**config.mk**
```make
export PLATFORM = sky130hd
export DESIGN_NAME = hit_round_controller
export DESIGN_NICKNAME = d
export VERILOG_FILES = /design/src/rtl/divekick_pkg.sv /design/src/rtl/hitbox_gen.sv /design/src/rtl/hit_round_controller.sv
export SDC_FILE = /design/constraint.sdc
export NUM_CORES = 1
export LEC_CHECK = 0
export CAP_MARGIN = 0
export CORE_UTILIZATION = 25
export CTS_BUF_LIST = sky130_fd_sc_hd__clkbuf_16
export CTS_CLUSTER_SIZE = 14
export DETAILED_ROUTE_END_ITERATION = 8
export SYNTH_ARGS = -nofsm -noshare
export SYNTH_HDL_FRONTEND = slang
export SYNTH_HIERARCHICAL = 1
export SYNTH_SLANG_ARGS = --single-unit
```
**constraint.sdc**
```tcl
create_clock -name Clk -period 3.05 [get_ports Clk]
set_clock_uncertainty 0.15 [all_clocks]
set_input_delay 0.305 -clock Clk [delete_from_list [all_inputs] [get_ports Clk]]
set_output_delay 0.305 -clock Clk [all_outputs]
set_load 0.02 [all_outputs]
```
**src/rtl/divekick_pkg.sv**
```systemverilog
`default_nettype none
// ============================================================================
// Package     : divekick_pkg
// Description : Shared types, geometry defaults and box helpers for the
//               DiveKick hit/health/round logic.
// Revision    : 1.0 - initial release
// ============================================================================
package divekick_pkg;

  typedef enum logic [2:0] {
    STAND   = 3'd0,
    JUMP    = 3'd1,
    KICK_R  = 3'd2,
    STAND_L = 3'd3,
    JUMP_L  = 3'd4,
    KICK_L  = 3'd5
  } fighter_state_e;

  typedef struct packed {
    logic [10:0] x0;
    logic [10:0] y0;
    logic [10:0] x1;
    logic [10:0] y1;
  } box_t;

  typedef enum logic [1:0] {
    WIN_NONE = 2'd0,
    WIN_P1   = 2'd1,
    WIN_P2   = 2'd2,
    WIN_DRAW = 2'd3
  } winner_e;

  typedef enum logic [1:0] {
    ST_FIGHT      = 2'd0,
    ST_FREEZE     = 2'd1,
    ST_ROUND_OVER = 2'd2
  } round_state_e;

  localparam int unsigned c_FIGHTER_W     = 72;
  localparam int unsigned c_FIGHTER_H     = 105;
  localparam int unsigned c_KICK_W        = 25;
  localparam int unsigned c_KICK_H        = 28;
  localparam int unsigned c_BODY_X        = 17;
  localparam int unsigned c_BODY_Y        = 7;
  localparam int unsigned c_BODY_W        = 36;
  localparam int unsigned c_BODY_H        = 57;
  localparam int unsigned c_MAX_HEALTH    = 14;
  localparam int unsigned c_DAMAGE        = 1;
  localparam int unsigned c_FREEZE_FRAMES = 2;

  // States 3..5 are the left-facing variants; anything else faces right.
  function automatic logic faces_left(input fighter_state_e s);
    return (s == STAND_L) || (s == JUMP_L) || (s == KICK_L);
  endfunction

  // Inclusive overlap: boxes touching on an edge count as overlapping.
  function automatic logic boxes_overlap(input box_t a, input box_t b);
    return !((a.x1 < b.x0) || (b.x1 < a.x0) || (a.y1 < b.y0) || (b.y1 < a.y0));
  endfunction

endpackage
`default_nettype wire

```
**src/rtl/hitbox_gen.sv**
```systemverilog
`default_nettype none
// ============================================================================
// Module      : hitbox_gen
// Description : Builds the attacker's kick box and the defender's (facing-
//               mirrored) body box, registers both, and reports overlap.
// Revision    : 1.0 - initial release
// ============================================================================
module hitbox_gen
  import divekick_pkg::*;
#(
  parameter int unsigned FIGHTER_W = c_FIGHTER_W,
  parameter int unsigned FIGHTER_H = c_FIGHTER_H,
  parameter int unsigned KICK_W    = c_KICK_W,
  parameter int unsigned KICK_H    = c_KICK_H,
  parameter int unsigned BODY_X    = c_BODY_X,
  parameter int unsigned BODY_Y    = c_BODY_Y,
  parameter int unsigned BODY_W    = c_BODY_W,
  parameter int unsigned BODY_H    = c_BODY_H
) (
  input  logic           Clk,
  input  logic           Reset,
  input  fighter_state_e i_att_state,
  input  logic [9:0]     i_att_x,
  input  logic [9:0]     i_att_y,
  input  fighter_state_e i_def_state,
  input  logic [9:0]     i_def_x,
  input  logic [9:0]     i_def_y,
  output box_t           o_kick_box,
  output box_t           o_body_box,
  output logic           o_kick_valid,
  output logic           o_overlap
);

  localparam logic [10:0] c_FW      = 11'(FIGHTER_W);
  localparam logic [10:0] c_FH      = 11'(FIGHTER_H);
  localparam logic [10:0] c_KW      = 11'(KICK_W);
  localparam logic [10:0] c_KR_X0   = 11'(FIGHTER_W - KICK_W);
  localparam logic [10:0] c_KICK_Y0 = 11'(FIGHTER_H - KICK_H);
  localparam logic [10:0] c_BX_R    = 11'(BODY_X);
  localparam logic [10:0] c_BX_L    = 11'(FIGHTER_W - BODY_X - BODY_W);
  localparam logic [10:0] c_BY      = 11'(BODY_Y);
  localparam logic [10:0] c_BW      = 11'(BODY_W);
  localparam logic [10:0] c_BH      = 11'(BODY_H);

  logic [10:0] w_ax, w_ay, w_dx, w_dy, w_bx0;
  box_t        w_kick_box, w_body_box;
  logic        w_kick_valid;
  box_t        r_kick_box, r_body_box;
  logic        r_kick_valid;

  assign w_ax = {1'b0, i_att_x};
  assign w_ay = {1'b0, i_att_y};
  assign w_dx = {1'b0, i_def_x};
  assign w_dy = {1'b0, i_def_y};

  // Kick box sits at the foot on the leading edge; only the kick states own one.
  always_comb begin
    w_kick_box   = '0;
    w_kick_valid = 1'b0;
    case (i_att_state)
      KICK_R: begin
        w_kick_valid  = 1'b1;
        w_kick_box.x0 = w_ax + c_KR_X0;
        w_kick_box.x1 = w_ax + c_FW;
      end
      KICK_L: begin
        w_kick_valid  = 1'b1;
        w_kick_box.x0 = w_ax;
        w_kick_box.x1 = w_ax + c_KW;
      end
      default: ;
    endcase
    w_kick_box.y0 = w_ay + c_KICK_Y0;
    w_kick_box.y1 = w_ay + c_FH;
  end

  // Body hurtbox mirrored horizontally when the defender faces left.
  always_comb begin
    w_bx0         = w_dx + (faces_left(i_def_state) ? c_BX_L : c_BX_R);
    w_body_box    = '0;
    w_body_box.x0 = w_bx0;
    w_body_box.x1 = w_bx0 + c_BW;
    w_body_box.y0 = w_dy + c_BY;
    w_body_box.y1 = w_dy + c_BY + c_BH;
  end

  // Register both boxes every clock so the compare sees a stable snapshot.
  always_ff @(posedge Clk) begin
    if (Reset) begin
      r_kick_box   <= '0;
      r_body_box   <= '0;
      r_kick_valid <= 1'b0;
    end else begin
      r_kick_box   <= w_kick_box;
      r_body_box   <= w_body_box;
      r_kick_valid <= w_kick_valid;
    end
  end

  assign o_kick_box   = r_kick_box;
  assign o_body_box   = r_body_box;
  assign o_kick_valid = r_kick_valid;
  assign o_overlap    = r_kick_valid & boxes_overlap(r_kick_box, r_body_box);

endmodule
`default_nettype wire

```
**src/rtl/hit_round_controller.sv**
```systemverilog
`default_nettype none
// ============================================================================
// Module      : hit_round_controller
// Description : Two-player hit detection, saturating health, post-hit freeze
//               and round winner logic for DiveKick.
// Revision    : 1.0 - initial release
// ============================================================================
module hit_round_controller
  import divekick_pkg::*;
#(
  parameter int unsigned FIGHTER_W     = c_FIGHTER_W,
  parameter int unsigned FIGHTER_H     = c_FIGHTER_H,
  parameter int unsigned KICK_W        = c_KICK_W,
  parameter int unsigned KICK_H        = c_KICK_H,
  parameter int unsigned BODY_X        = c_BODY_X,
  parameter int unsigned BODY_Y        = c_BODY_Y,
  parameter int unsigned BODY_W        = c_BODY_W,
  parameter int unsigned BODY_H        = c_BODY_H,
  parameter int unsigned MAX_HEALTH    = c_MAX_HEALTH,
  parameter int unsigned DAMAGE        = c_DAMAGE,
  parameter int unsigned FREEZE_FRAMES = c_FREEZE_FRAMES,
  parameter int unsigned HW            = $clog2(MAX_HEALTH + 1)
) (
  input  logic           Clk,
  input  logic           Reset,
  input  logic           frame_clk,
  input  logic           next_round,
  input  fighter_state_e p1_state,
  input  fighter_state_e p2_state,
  input  logic [9:0]     p1_x,
  input  logic [9:0]     p1_y,
  input  logic [9:0]     p2_x,
  input  logic [9:0]     p2_y,
  output logic           Freeze,
  output logic [HW-1:0]  p1_health,
  output logic [HW-1:0]  p2_health,
  output logic           p1_hit,
  output logic           p2_hit,
  output logic           round_over,
  output logic [1:0]     winner
);

  localparam int unsigned c_CW          = (FREEZE_FRAMES > 1) ? $clog2(FREEZE_FRAMES) : 1;
  localparam logic [c_CW-1:0] c_FRZ_LAST = c_CW'(FREEZE_FRAMES - 1);
  localparam logic [HW-1:0]   c_MAX      = HW'(MAX_HEALTH);
  localparam logic [HW-1:0]   c_DMG      = HW'(DAMAGE);

  round_state_e    r_state, w_state_nxt;
  logic [c_CW-1:0] r_cnt, w_cnt_nxt;
  logic [HW-1:0]   r_p1_health, w_p1_health_nxt;
  logic [HW-1:0]   r_p2_health, w_p2_health_nxt;
  logic            r_p1_hit, w_p1_hit_nxt;
  logic            r_p2_hit, w_p2_hit_nxt;
  winner_e         r_winner, w_winner_nxt;
  logic            r_frame_q, r_frame_d;
  logic            w_tick;
  logic            w_hit1, w_hit2;

  box_t            w_k1_box, w_b2_box, w_k2_box, w_b1_box;
  logic            w_k1_valid, w_k2_valid;
  logic            w_unused_boxes;

  // Health drops by DAMAGE but never below zero.
  function automatic logic [HW-1:0] sat_dec(input logic [HW-1:0] h);
    return (h > c_DMG) ? (h - c_DMG) : '0;
  endfunction

  // P1 attacking P2's body.
  hitbox_gen #(
    .FIGHTER_W (FIGHTER_W), .FIGHTER_H (FIGHTER_H),
    .KICK_W    (KICK_W),    .KICK_H    (KICK_H),
    .BODY_X    (BODY_X),    .BODY_Y    (BODY_Y),
    .BODY_W    (BODY_W),    .BODY_H    (BODY_H)
  ) u_p1_attack (
    .Clk          (Clk),
    .Reset        (Reset),
    .i_att_state  (p1_state),
    .i_att_x      (p1_x),
    .i_att_y      (p1_y),
    .i_def_state  (p2_state),
    .i_def_x      (p2_x),
    .i_def_y      (p2_y),
    .o_kick_box   (w_k1_box),
    .o_body_box   (w_b2_box),
    .o_kick_valid (w_k1_valid),
    .o_overlap    (w_hit1)
  );

  // P2 attacking P1's body.
  hitbox_gen #(
    .FIGHTER_W (FIGHTER_W), .FIGHTER_H (FIGHTER_H),
    .KICK_W    (KICK_W),    .KICK_H    (KICK_H),
    .BODY_X    (BODY_X),    .BODY_Y    (BODY_Y),
    .BODY_W    (BODY_W),    .BODY_H    (BODY_H)
  ) u_p2_attack (
    .Clk          (Clk),
    .Reset        (Reset),
    .i_att_state  (p2_state),
    .i_att_x      (p2_x),
    .i_att_y      (p2_y),
    .i_def_state  (p1_state),
    .i_def_x      (p1_x),
    .i_def_y      (p1_y),
    .o_kick_box   (w_k2_box),
    .o_body_box   (w_b1_box),
    .o_kick_valid (w_k2_valid),
    .o_overlap    (w_hit2)
  );

  // Box geometry is exported by the sub-module for debug taps; the round
  // logic only needs the overlap result.
  assign w_unused_boxes = ^{w_k1_box, w_b2_box, w_k2_box, w_b1_box, w_k1_valid, w_k2_valid};

  // Sample the frame strobe and keep a delayed copy for rising-edge detection.
  always_ff @(posedge Clk) begin
    if (Reset) begin
      r_frame_q <= 1'b0;
      r_frame_d <= 1'b0;
    end else begin
      r_frame_q <= frame_clk;
      r_frame_d <= r_frame_q;
    end
  end

  assign w_tick = r_frame_q & ~r_frame_d;

  // Next-state and datapath updates for the FIGHT / FREEZE / ROUND_OVER flow.
  always_comb begin
    w_state_nxt     = r_state;
    w_cnt_nxt       = r_cnt;
    w_p1_health_nxt = r_p1_health;
    w_p2_health_nxt = r_p2_health;
    w_p1_hit_nxt    = 1'b0;
    w_p2_hit_nxt    = 1'b0;
    w_winner_nxt    = r_winner;
    case (r_state)
      ST_FIGHT: begin
        if (w_tick && (w_hit1 || w_hit2)) begin
          w_p1_hit_nxt = w_hit1;
          w_p2_hit_nxt = w_hit2;
          if (w_hit1) w_p2_health_nxt = sat_dec(r_p2_health);
          if (w_hit2) w_p1_health_nxt = sat_dec(r_p1_health);
          w_cnt_nxt   = '0;
          w_state_nxt = ST_FREEZE;
        end
      end
      ST_FREEZE: begin
        if (w_tick) begin
          if (r_cnt == c_FRZ_LAST) begin
            if ((r_p1_health == '0) || (r_p2_health == '0)) begin
              w_state_nxt = ST_ROUND_OVER;
              if ((r_p1_health == '0) && (r_p2_health == '0)) w_winner_nxt = WIN_DRAW;
              else if (r_p2_health == '0)                     w_winner_nxt = WIN_P1;
              else                                            w_winner_nxt = WIN_P2;
            end else begin
              w_state_nxt = ST_FIGHT;
            end
          end else begin
            w_cnt_nxt = r_cnt + 1'b1;
          end
        end
      end
      ST_ROUND_OVER: begin
        if (next_round) begin
          w_p1_health_nxt = c_MAX;
          w_p2_health_nxt = c_MAX;
          w_winner_nxt    = WIN_NONE;
          w_cnt_nxt       = '0;
          w_state_nxt     = ST_FIGHT;
        end
      end
      default: begin
        w_state_nxt = ST_FIGHT;
      end
    endcase
  end

  // State, counter, health and pulse registers; reset overrides everything.
  always_ff @(posedge Clk) begin
    if (Reset) begin
      r_state     <= ST_FIGHT;
      r_cnt       <= '0;
      r_p1_health <= c_MAX;
      r_p2_health <= c_MAX;
      r_p1_hit    <= 1'b0;
      r_p2_hit    <= 1'b0;
      r_winner    <= WIN_NONE;
    end else begin
      r_state     <= w_state_nxt;
      r_cnt       <= w_cnt_nxt;
      r_p1_health <= w_p1_health_nxt;
      r_p2_health <= w_p2_health_nxt;
      r_p1_hit    <= w_p1_hit_nxt;
      r_p2_hit    <= w_p2_hit_nxt;
      r_winner    <= w_winner_nxt;
    end
  end

  assign Freeze     = (r_state != ST_FIGHT);
  assign round_over = (r_state == ST_ROUND_OVER);
  assign winner     = r_winner;
  assign p1_health  = r_p1_health;
  assign p2_health  = r_p2_health;
  assign p1_hit     = r_p1_hit;
  assign p2_hit     = r_p2_hit;

endmodule
`default_nettype wire

```
==> results of run 1 <==
-- path summary, 6_finish.rpt --
path | cells past startpoint | endpoint | start | slack (ps)
worst max-delay path | 13 | p1_health[2] | u_p2_attack/o_body_box[41] | 150
worst min-delay path | 2 | u_p1_attack/o_kick_box[36] | Reset | 190
worst max register to register | 13 | p1_health[2] | u_p2_attack/o_body_box[41] | 150
worst min register to register | 2 | r_cnt | r_cnt | 350
-- timing repair --
item                                    4_1_cts  5_1_grt
gates resized for setup                       3        4
hold buffers                                  0        0
pin swaps                                     0        1
cloned                                        0        0
endpoints found under the setup margin        2        5
-- metal layers --
metal	part of all wire [%]	routed length, um	track usage [%]	up-vias
met1	47	12200	15.2	4150
met2	47	12100	20.4	189
met5	0.10	27	0	-
met4	1.8	469	3.86	4
met3	4.1	1060	2.48	32
li1	-	-	-	4534
-- power by group through the flow --
stage / Sequential [W] / Combinational (W) / Clock, W
2_1_floorplan: 0.00269 / 0.000764 / 0
3_3_place_gp: 0.00271 / 0.00112 / 0
3_5_place_dp: 0.00271 / 0.00115 / 0
4_1_cts: 0.00265 / 0.00116 / 0.00233
5_1_grt: 0.00267 / 0.00131 / 0.00242
6_report: 0.00265 / 0.00116 / 0.00227
-- final cells by class --
type / count / area [um^2] / area share [%]
diodes: 2 / 5.00 / 0.0395
clock buffers: 17 / 425 / 3.36
clock inverters: 15 / 188 / 1.48
inverters: 115 / 432 / 3.41
multi-input cells: 907 / 6140 / 48.5
flip-flops and latches: 187 / 3740 / 29.6
well taps: 532 / 666 / 5.26
repair buffers: 120 / 1070 / 8.44
-- registers in the layout (all words and copies together) (netlist names) --
signal                    count
u_p1_attack/o_body_box       42
u_p1_attack/o_kick_box       42
u_p2_attack/o_body_box       42
u_p2_attack/o_kick_box       42
p1_health                     4
p2_health                     4
r_state                       2
winner                        2
p1_hit                        1
p2_hit                        1
r_cnt                         1
r_frame_d                     1
r_frame_q                     1
u_p1_attack/o_kick_valid      1
u_p2_attack/o_kick_valid      1
-- metrics by stage --
stage | cells | utilization, %
final | 1895 | 30.7
after global routing | 1895 | 30.7
after CTS | 1893 | 30.6
after detailed placement | 1861 | 29.1
after global placement | 1861 | 29.1
after floorplan | 1260 | -
-- layout by cell type (no fill, tap or decap), types with 6 or more instances in the layout --
cell / instances
dfxtp_1: 187
nor2_1: 172
inv_1: 115
ha_1: 106
a21oi_1: 82
nand2_1: 80
clkdlybuf4s50_1: 62
buf_4: 57
o21ai_0: 54
xnor2_1: 44
nor2b_1: 40
xor2_1: 31
a21o_1: 21
nor3_1: 21
nand3_1: 19
a211oi_1: 17
clkbuf_16: 17
nand2b_1: 15
nand4_1: 15
a31oi_1: 13
or3_1: 13
and3_1: 8
or2_2: 7
o22ai_1: 7
o2111ai_1: 6
a31o_2: 6
clkinv_8: 6
==> results.yml, run 1 <==
place:
  port_buffers: 63
  hpwl_um: 19400
  place_area_mm2: 0.0120
  post-place-ws_ps: -40.2
  place_congestion: 0.827
global_routing:
  grt_max_degree: 66
  grt-ovfl-total: 0
  grt_pass1_vias: 8505
  grt_pass1_wl_um: 42200
  antenna_found_initial: 4
  grt_util_all_layers_pct: 12.0
timing:
  setup_violations: 0
  slew_viol_final: 0
  slew_headroom_pct: 51.7
  fin_setup_tns_ps: 0
  layout_min_cycle_time_ps: 2900
  rsz0062_at_grt: "no"
  worst_pin_slew_ps: 715
  fmax_mhz: 344
  layout_setup_ws_ps: 147
  fin_crit_sh_pct: 95.2
  hold_viol: 0
  hold_slack_ps: 189
finish:
  drive_gt1_share_pct: 9.48
  fin_area_mm2: 0.0127
  final_nets: 1506
  nFillCells: 4332
  area_growth_pct: 19.8
critical_path:
  path_cells: "inv_1, ha_1, a21o_1, a21oi_1, nor2b_1, a2111oi_2, buf_4, a311o_1, a311oi_2, buf_4, nand4bb_1, a211o_1, a221o_1"
  endpoint_kind: "flip-flop"
  path_buf_inv: 3
  cpPeakStageDelay_ps: 320
  cp_slowest_cell: "dfxtp_1"
  critPathTopFamily: "compound AO/OA/AOI/OAI gates"
  cp_max_fo: 2
  critPathLaunchType: "flip-flop"
  worst_path_most_repeated_cell: "buf_4"
  critical_path_class: "flip-flop to flip-flop"
  required_ps: 3220
  critical_path_arrival_ps: 3080
pwr:
  p_switching_w: 0.00185
  leakage_nw: 5.19
  ir_worst_vdd_v: 0.000326
  p_int_w: 0.00423
  p_seq_share_pct: 43.6
  switching_share_pct: 30.4
  power_frac_clock_pct: 37.3
  total_power_w: 0.00608
  combPwrFrac_pct: 19.2
  p_per_area_mw_per_mm2: 480
clocking:
  clk_pin_slew_ps: 90
  cts_sinks: 187
  htreeDepth: 4
  cts_tree: "built"
  root_buffer: "clkbuf_16"
  clk_path_buf_depth: 2
  cts_setup_buffers: 0
  numCtsBuffers: 17
  clock_latency_ps: 450
logic_synthesis:
  syn_inst: 1260
  syn_area_mm2: 0.0106
  syn_avg_cell_area_um2: 8.39
  yosys_warnings: 6
  syn_nets: 1418
floorplan:
  io_pins: 64
  die_y_um: 208
  num_rows: 74
  fp.dieW_um: 208
  fp.dieArea_mm2: 0.0431
  coreArea_mm2: 0.0413
  start_util_pct: 25.6
drt:
  drt_iter0_drc: 579
  routed_via_density: 4.70
  vias: 8909
  dr.pass1.iters: 5
  drc: 0
  ant_nets: 0
  wl_um: 25900
  wl_per_cell_um: 13.6
status:
  status: "completed"
job:
  drv_cap: 0
hold_path:
  hold_class: "input pin to flip-flop"
(Power assumes the default switching activity.)
==> run 2, diff against run 1 <==
Settings changed: ABC_CLOCK_PERIOD_IN_PS from default to 3050, GPL_TIMING_DRIVEN from default to 0.
==> results.yml, run 2 (synthesis results as in run 1) <==
clocking:
  htreeDepth: 4
  cts_sinks: 187
  cts_tree: "built"
  numCtsBuffers: 17
  clock_latency_ps: 440
  root_buffer: "clkbuf_16"
  clk_pin_slew_ps: 70
  clk_path_buf_depth: 2
  cts_hold_buf: 0
critical_path:
  critPathLaunchType: "flip-flop"
  cp_slowest_cell: "a311oi_4"
  cp_max_fo: 2
  required_ps: 3220
  critical_path_class: "flip-flop to flip-flop"
  critical_path_arrival_ps: 3120
  cpPeakStageDelay_ps: 420
  path_cells: "inv_1, ha_1, o211ai_1, o21ai_2, a2111oi_2, a311o_1, a311oi_4, nand4bb_1, a211o_1, a221o_1"
  reg2reg_slack_ps: 100
  endpoint_kind: "flip-flop"
timing:
  fin_crit_sh_pct: 96.7
  setup_violations: 0
  worst_pin_slew_ps: 905
  hold_slack_ps: 34.8
  slew_viol_final: 0
  hold_viol: 0
  fmax_mhz: 339
  slew_headroom_pct: 39.5
  fin_setup_tns_ps: 0
  layout_setup_ws_ps: 101
  layout_min_cycle_time_ps: 2950
hold_path:
  hold_class: "input pin to flip-flop"
finish:
  drive_gt1_share_pct: 6.79
  utilization_pct: 30.3
  nFillCells: 4373
  regArea_mm2: 0.00374
  fin_cells: 1886
  area_growth_pct: 18.2
  layout_common_cells: "dfxtp_1 (187), nor2_1 (173), inv_1 (115), ha_1 (105), a21oi_1 (82)"
  multi_input_area_mm2: 0.00618
  n_antenna_cell: 0
  final_common_cell: "dfxtp_1"
  final_nets: 1499
global_routing:
  grt_util_all_layers_pct: 12.6
  grt_pass1_vias: 8513
  grt_pass1_wl_um: 43200
  grt_max_degree: 20
  antenna_found_initial: 0
  grt-ovfl-total: 0
drt:
  wl_per_cell_um: 14.5
  wl_met1_um: 12700
  wl_um: 27300
  met3_length_um: 977
  wl_met2_um: 13200
  ant_nets: 0
  routed_via_density: 4.70
  drc: 0
  top_layer: "met4"
  vias: 8869
  drt_iter0_drc: 534
  dr.pass1.iters: 7
place:
  post-place-ws_ps: -628
  place_congestion: 0.872
  port_buffers: 61
  placed_cells: 1853
  hpwl_um: 21100
floorplan:
  coreArea_mm2: 0.0413
  start_util_pct: 25.6
  die_y_um: 208
  fp.dieArea_mm2: 0.0431
  num_rows: 74
  fp.dieW_um: 208
  io_pins: 64
pwr:
  combPwrFrac_pct: 19.4
  power_frac_clock_pct: 36.0
  switching_share_pct: 29.9
  p_int_w: 0.00417
  p_per_area_mw_per_mm2: 476
  p_switching_w: 0.00177
  ir_worst_vdd_v: 0.000327
  leakage_nw: 5.02
  p_seq_share_pct: 44.5
status:
  status: "completed"
job:
  drv_cap: 0
run 2: changes by cell type in the layout (fill, tap and decap cells not counted), sizes merged:
cell,delta
inv,-1
clkinvlp,+3
diode,-2
clkbuf,+35
clkdlybuf4s50,-2
buf,-41
dlymetal6s2s,+1
clkinv,-2
run 2: what timing repair did:
item                                    4_1_cts  5_1_grt
gates resized for setup                       6        9
hold endpoints to repair                      0        0
pin swaps                                     1        1
endpoints found under the setup margin        8        5
setup buffers                                 1        0
gates cloned                                  0        0
run 2: critical path: cells and delay by family, from the launching register on:
| kind | cells | cell delay, ps |
|---|---|---|
| compound gates | 7 | 1830 |
| flops | 1 | 320 |
| simple gates | 1 | 170 |
| buf+inv | 1 | 60 |
| fa+ha+maj | 1 | 290 |
run 2: area by class of cell:
| cell class | count | share of cell area, % |
|---|---|---|
| sequential | 187 | 30.0 |
| clock inverter | 15 | 1.23 |
| multi-input combinational | 907 | 49.4 |
| clock buffer | 17 | 3.40 |
| tap | 532 | 5.33 |
| inverter | 115 | 3.45 |
| buffer | 51 | 2.22 |
| timing repair buffer | 62 | 4.97 |
run 2: layer usage:
| layer | global-route usage (%) | vias to the layer above |
|---|---|---|
| li1 | - | 4518 |
| met1 | 15.9 | 4126 |
| met2 | 21.6 | 195 |
| met3 | 2.16 | 30 |
| met4 | 4.11 | 0 |
| met5 | 0 | - |
run 2: path summary, 6_finish.rpt:
kind / from / to / cells after the start
worst min register to register: winner[0] / winner[0] / 1
worst max-delay path: u_p2_attack/o_body_box[37] / p1_health[2] / 10
worst min-delay path: p2_y[5] / u_p1_attack/o_body_box[27] / 3
worst max register to register: u_p2_attack/o_body_box[37] / p1_health[2] / 10
run 2: power groups by stage:
stage / clock network (W) / logic (W) / registers [W]
after detailed placement: 0 / 0.00113 / 0.00270
after CTS: 0.00220 / 0.00114 / 0.00265
after floorplan: 0 / 0.000764 / 0.00269
final: 0.00214 / 0.00115 / 0.00265
after global placement: 0 / 0.00110 / 0.00270
after global routing: 0.00232 / 0.00129 / 0.00266
run 2: metrics by stage:
step / power (W) / instance area, um^2
2_1_floorplan: 0.00345 / 10600
3_3_place_gp: 0.00380 / 11800
3_5_place_dp: 0.00383 / 11800
4_1_cts: 0.00599 / 12500
5_1_grt: 0.00627 / 12500
6_report: 0.00594 / 12500
